--- src/rtl/captura_operandos.sv ---
// Keypad operand capture: assembles two decimal operands (BCD + binary) from debounced key
// events and hands them downstream over a valid/ack handshake.
module captura_operandos #(
   parameter int unsigned DIGITS = 3,
   parameter int unsigned BIN_W  = 10
) (
   input  logic                         clk,
   input  logic                         rst_n,
   input  logic                         key_valid,
   input  logic [3:0]                   key_code,
   output logic                         key_ack,
   output logic [4*DIGITS-1:0]          entry_bcd,
   output logic [$clog2(DIGITS+1)-1:0]  entry_count,
   output logic [1:0]                   phase,
   output logic [BIN_W-1:0]             operand_a,
   output logic [BIN_W-1:0]             operand_b,
   output logic                         operands_valid,
   input  logic                         operands_ack
);

   localparam int unsigned CW = $clog2(DIGITS + 1);
   localparam int unsigned BW = 4 * DIGITS;
   localparam int unsigned MW = BIN_W + 4;

   localparam logic [3:0] KeyStar = 4'd10;
   localparam logic [3:0] KeyHash = 4'd11;

   typedef enum logic [1:0] {
      EntryA = 2'd0,
      EntryB = 2'd1,
      Ready  = 2'd2
   } phase_e;

   phase_e            phase_q, phase_d;
   logic              key_ack_q, key_ack_d;
   logic              busy_q, busy_d;
   logic [BW-1:0]     bcd_q, bcd_d;
   logic [CW-1:0]     count_q, count_d;
   logic [BIN_W-1:0]  acc_q, acc_d;
   logic [BIN_W-1:0]  op_a_q, op_a_d;
   logic [BIN_W-1:0]  op_b_q, op_b_d;
   logic              valid_q, valid_d;

   logic              accept;
   logic [MW-1:0]     acc_mul;

   // busy_q blocks re-consumption of the same key until upstream drops key_valid.
   assign accept  = key_valid && !key_ack_q && !busy_q;
   assign acc_mul = MW'(acc_q) * MW'(10) + MW'(key_code);

   always_comb begin
      phase_d   = phase_q;
      key_ack_d = accept;
      busy_d    = busy_q;
      bcd_d     = bcd_q;
      count_d   = count_q;
      acc_d     = acc_q;
      op_a_d    = op_a_q;
      op_b_d    = op_b_q;
      valid_d   = valid_q;

      if (accept) begin
         busy_d = 1'b1;
      end else if (!key_valid) begin
         busy_d = 1'b0;
      end

      if (!(phase_q inside {EntryA, EntryB, Ready})) begin
         phase_d = EntryA;
      end

      if (phase_q == Ready && operands_ack) begin
         valid_d = 1'b0;
         phase_d = EntryA;
      end

      if (accept) begin
         if (key_code == KeyStar) begin
            bcd_d   = '0;
            count_d = '0;
            acc_d   = '0;
            op_a_d  = '0;
            op_b_d  = '0;
            valid_d = 1'b0;
            phase_d = EntryA;
         end else begin
            case (phase_q)
               EntryA, EntryB: begin
                  if (key_code < 4'd10) begin
                     if (count_q < CW'(DIGITS)) begin
                        bcd_d   = (bcd_q << 4) | BW'(key_code);
                        acc_d   = acc_mul[BIN_W-1:0];
                        count_d = count_q + 1'b1;
                     end
                  end else if (key_code == KeyHash) begin
                     bcd_d   = '0;
                     count_d = '0;
                     acc_d   = '0;
                     if (phase_q == EntryA) begin
                        op_a_d  = acc_q;
                        phase_d = EntryB;
                     end else begin
                        op_b_d  = acc_q;
                        valid_d = 1'b1;
                        phase_d = Ready;
                     end
                  end
               end
               default: ;
            endcase
         end
      end
   end

   always_ff @(posedge clk or negedge rst_n) begin
      if (!rst_n) begin
         phase_q   <= EntryA;
         key_ack_q <= 1'b0;
         busy_q    <= 1'b0;
         bcd_q     <= '0;
         count_q   <= '0;
         acc_q     <= '0;
         op_a_q    <= '0;
         op_b_q    <= '0;
         valid_q   <= 1'b0;
      end else begin
         phase_q   <= phase_d;
         key_ack_q <= key_ack_d;
         busy_q    <= busy_d;
         bcd_q     <= bcd_d;
         count_q   <= count_d;
         acc_q     <= acc_d;
         op_a_q    <= op_a_d;
         op_b_q    <= op_b_d;
         valid_q   <= valid_d;
      end
   end

   assign key_ack        = key_ack_q;
   assign entry_bcd      = bcd_q;
   assign entry_count    = count_q;
   assign phase          = phase_q;
   assign operand_a      = op_a_q;
   assign operand_b      = op_b_q;
   assign operands_valid = valid_q;

endmodule

--- config.mk ---
export PLATFORM = sky130hd
export DESIGN_NAME = captura_operandos
export DESIGN_NICKNAME = d
export VERILOG_FILES = /design/src/rtl/captura_operandos.sv
export SDC_FILE = /design/constraint.sdc
export NUM_CORES = 1
export LEC_CHECK = 0
export CAP_MARGIN = 20
export CORE_MARGIN = 3
export CORE_UTILIZATION = 25
export DETAILED_ROUTE_END_ITERATION = 12
export PLACE_DENSITY = 0.46
export SYNTH_ARGS = -nofsm -noshare
export SYNTH_HDL_FRONTEND = slang
export SYNTH_SLANG_ARGS = --single-unit
--- constraint.sdc ---
create_clock -name clk -period 3.7 [get_ports clk]
set_clock_uncertainty 0.05 [all_clocks]
set_input_delay 0.37 -clock clk [delete_from_list [all_inputs] [get_ports clk]]
set_output_delay 0.37 -clock clk [all_outputs]
set_load 0.03 [all_outputs]
==> flow_metrics.env <==
export IMPL_root_buffer="clkbuf_8"
export IMPL_pwr_share_seq=0.324
export IMPL_min_period_over_period=0.772
export IMPL_p_clk_frac=0.185
export IMPL_cp_max_fo=5
export IMPL_nNetsFinal=296
export IMPL_start_kind="flip-flop"
export IMPL_powerDensity_mw_per_mm2=818
export IMPL_tightest_slew_ns=0.592
export IMPL_end_kind="flip-flop"
export IMPL_design_portCount=46
export IMPL_slowest_stage="dfrtp_1"
export IMPL_final_cell_mix="dfrtp_1, nand2_1, clkdlybuf4s50_1, o21ai_1, ha_1"
export IMPL_syn_avg_cell_area_sq_um=10.5
export IMPL_synth_edff_count=0
export IMPL_maxCapViolCount=0
export IMPL_yosys_register_bits=48
export IMPL_drt_iter0_markers=108
export IMPL_drive_gt1_frac=0.0846
export IMPL_antenna_found_initial=0
export IMPL_status="completed"
export IMPL_cts_setup_buffers=0
export IMPL_critical_path_cell_chain="ha_1 > ha_1 > fa_1 > a211oi_1 > o22ai_2 > nor4b_4 > xnor3_1 > o21ai_1"
export IMPL_ant_nets=0
export IMPL_synthArstFlopShare=1.00
export IMPL_slew_headroom=0.604
export IMPL_rsz0062_at_grt="no"
export IMPL_start_util=0.264
export IMPL_layout_area_seq_sq_mm=0.00120
export IMPL_port_buffers=45
export IMPL_cts_buffers=5
export IMPL_final_util=0.343
export IMPL_synth_fa_ha_area_frac=0.0967
export IMPL_postCtsHoldBufs=1
export IMPL_combPwrFrac=0.491
export IMPL_net_switching_power_mw=1.02
export IMPL_path_clk_slew_ns=0.10
export IMPL_hold_viol=0
export IMPL_cpMostUsedCell="ha_1"
export IMPL_drt_first_pass_iters=4
export IMPL_ir_worst_vdd_v=0.000266
export IMPL_wl_per_cell_microns=14.1
export IMPL_synth_seq_area_share=0.510
export IMPL_holdCritPathClass="reg2reg"
export IMPL_gp_congestion=0.776
export IMPL_ys_types=42
export IMPL_synth_compound_area_share=0.184
export IMPL_synth_area_sq_mm=0.00236
export IMPL_clkSinkCount=48
export IMPL_slowest_delay_ns=0.46
export IMPL_syn_nets=250
export IMPL_cp_arrival_ns=3.04
export IMPL_viasPerCell=4.60
export IMPL_diodes=0
export IMPL_yosysWarnings=0
export IMPL_yosys_area_share_simple=0.144
export IMPL_final_common_cell="dfrtp_1"
export IMPL_grt_ovfl_total=0
export IMPL_ctsResizeCount=0
export IMPL_leakage_nw=1.37
export IMPL_setup_viol=0
export IMPL_first_global_vias=1755
export IMPL_vias=1749
export IMPL_drc=0
export IMPL_cts_tree="yes"
export IMPL_die_y_microns=103
export IMPL_clock_latency_ns=0.30
export IMPL_fillers=898
export IMPL_htreeDepth=2
export IMPL_area_growth_pct=30.2
export IMPL_track_usage=0.107
export IMPL_dpl_hpwl_microns=3900
export IMPL_synth_xor_area_frac=0.0356
export IMPL_core_area_sq_mm=0.00893
export IMPL_routed_wl_microns=5340
export IMPL_fmax_mhz=350
export IMPL_crit_required_ns=3.88
export IMPL_netlist_instances=225
export IMPL_grt_max_degree=29
export IMPL_die_area_sq_mm=0.0106
export IMPL_fin_setup_tns_ns=0
export IMPL_synth_mux_area_frac=0.00478
export IMPL_multiInputGateArea_sq_mm=0.00110
export IMPL_p_sw_frac=0.408
export IMPL_min_period_ns=2.86
export IMPL_finalMaxSlewViolations=0
export IMPL_synth_top_family_by_area="compound AO/OA/AOI/OAI gates"
export IMPL_rows=34
export IMPL_path_class="reg2reg"
export IMPL_p_int_mw=1.49
export IMPL_grt_pass1_wl_microns=9000
export IMPL_clockBufferDepth=2
export IMPL_die_w_microns=103
export IMPL_ys_flop_type="dfrtp_1"
-- metrics by stage --
stage | cell area (sq um) | std cells | worst slack [ns] | hold slack [ns] | total power, mW
2_1_floorplan | 2360 | 225 | 1.01 | 0.0244 | 1.66
3_3_place_gp | 2920 | 371 | 0.914 | 0.320 | 2.06
3_5_place_dp | 2920 | 371 | 0.857 | 0.320 | 2.07
4_1_cts | 3070 | 380 | 0.823 | 0.445 | 2.55
5_1_grt | 3070 | 380 | 0.675 | 0.464 | 2.71
6_report | 3070 | 380 | 0.843 | 0.435 | 2.51
-- registers in the layout, summed over array words and instances, names as in the netlist --
register        flops
acc_q               9
busy_q              1
entry_bcd          12
entry_count         2
key_ack             1
operand_a          10
operand_b          10
operands_valid      1
phase               2
-- worst max-delay path, delay by kind of cell (launching register included) --
family | cells | cell delay [ns]
xor gates and xnor gates | 1 | 0.33
DFF | 1 | 0.46
adders and majority gates | 3 | 0.96
and+or+nand+nor | 1 | 0.29
AOI/OAI and AO/OA | 3 | 0.69
-- layer usage --
layer / global-route usage / share of wire
met2: 0.159 / 0.42
met4: 0.0269 / 0.0075
met3: 0.0223 / 0.042
met1: 0.160 / 0.53
met5: 0 / 0
-- cell type report --
type,count,share of cell area
flip-flops and latches,48,0.392
multi-input cells,163,0.358
repair buffers,50,0.158
well taps,108,0.0440
clock buffers,5,0.0224
clock inverters,3,0.0224
inverters,3,0.00367
-- cells in the mapped netlist (all sizes together) (2+ instances only) --
cell	instances	area, sq um
ha	15	188
nand4	2	18.8
xnor2	3	26.3
inv	3	11.3
fa	2	40.0
a21oi	6	30.0
buf	3	16.3
nor3b	3	32.5
dfrtp	48	1200
nand3	2	10.0
clkbuf	8	30.0
nor4b	2	38.8
o21ai	34	170
xor2	4	35.0
nor2	10	37.5
nand2	47	176
a21o	2	15.0
a22o	13	114
a211oi	2	20.0
o21bai	2	15.0
-- logic make-up (layout without fill, tap and decap cells) --
group,after synthesis,count (layout)
adders and majority gates,17,17
and+or+nand+nor,70,70
AOI/OAI and AO/OA,67,67
xor gates and xnor gates,8,8
DFF,48,48
buffers and inverters,14,61
muxes,1,1
-- final timing paths --
check / startpoint / endpoint / slack [ns] / depth (start not counted)
min in group asynchronous: rst_n / operand_b[5] / 0.49 / 2
max in group asynchronous: rst_n / entry_bcd[7] / 2.34 / 3
hold reg to reg: operand_b[5] / operand_b[5] / 0.44 / 2
setup reg to reg: acc_q[1] / acc_q[9] / 0.84 / 8
setup / recovery: acc_q[1] / acc_q[9] / 0.84 / 8
hold / removal: operand_b[5] / operand_b[5] / 0.44 / 2
-- power groups by stage --
stage | sequential [mW] | combinational, mW | clock [mW]
after floorplan | 1.01 | 0.644 | 0
after global placement | 0.828 | 1.24 | 0
after detailed placement | 0.828 | 1.24 | 0
after CTS | 0.819 | 1.25 | 0.482
after global routing | 0.845 | 1.37 | 0.493
final | 0.815 | 1.23 | 0.464
(Power assumes the default switching activity.)
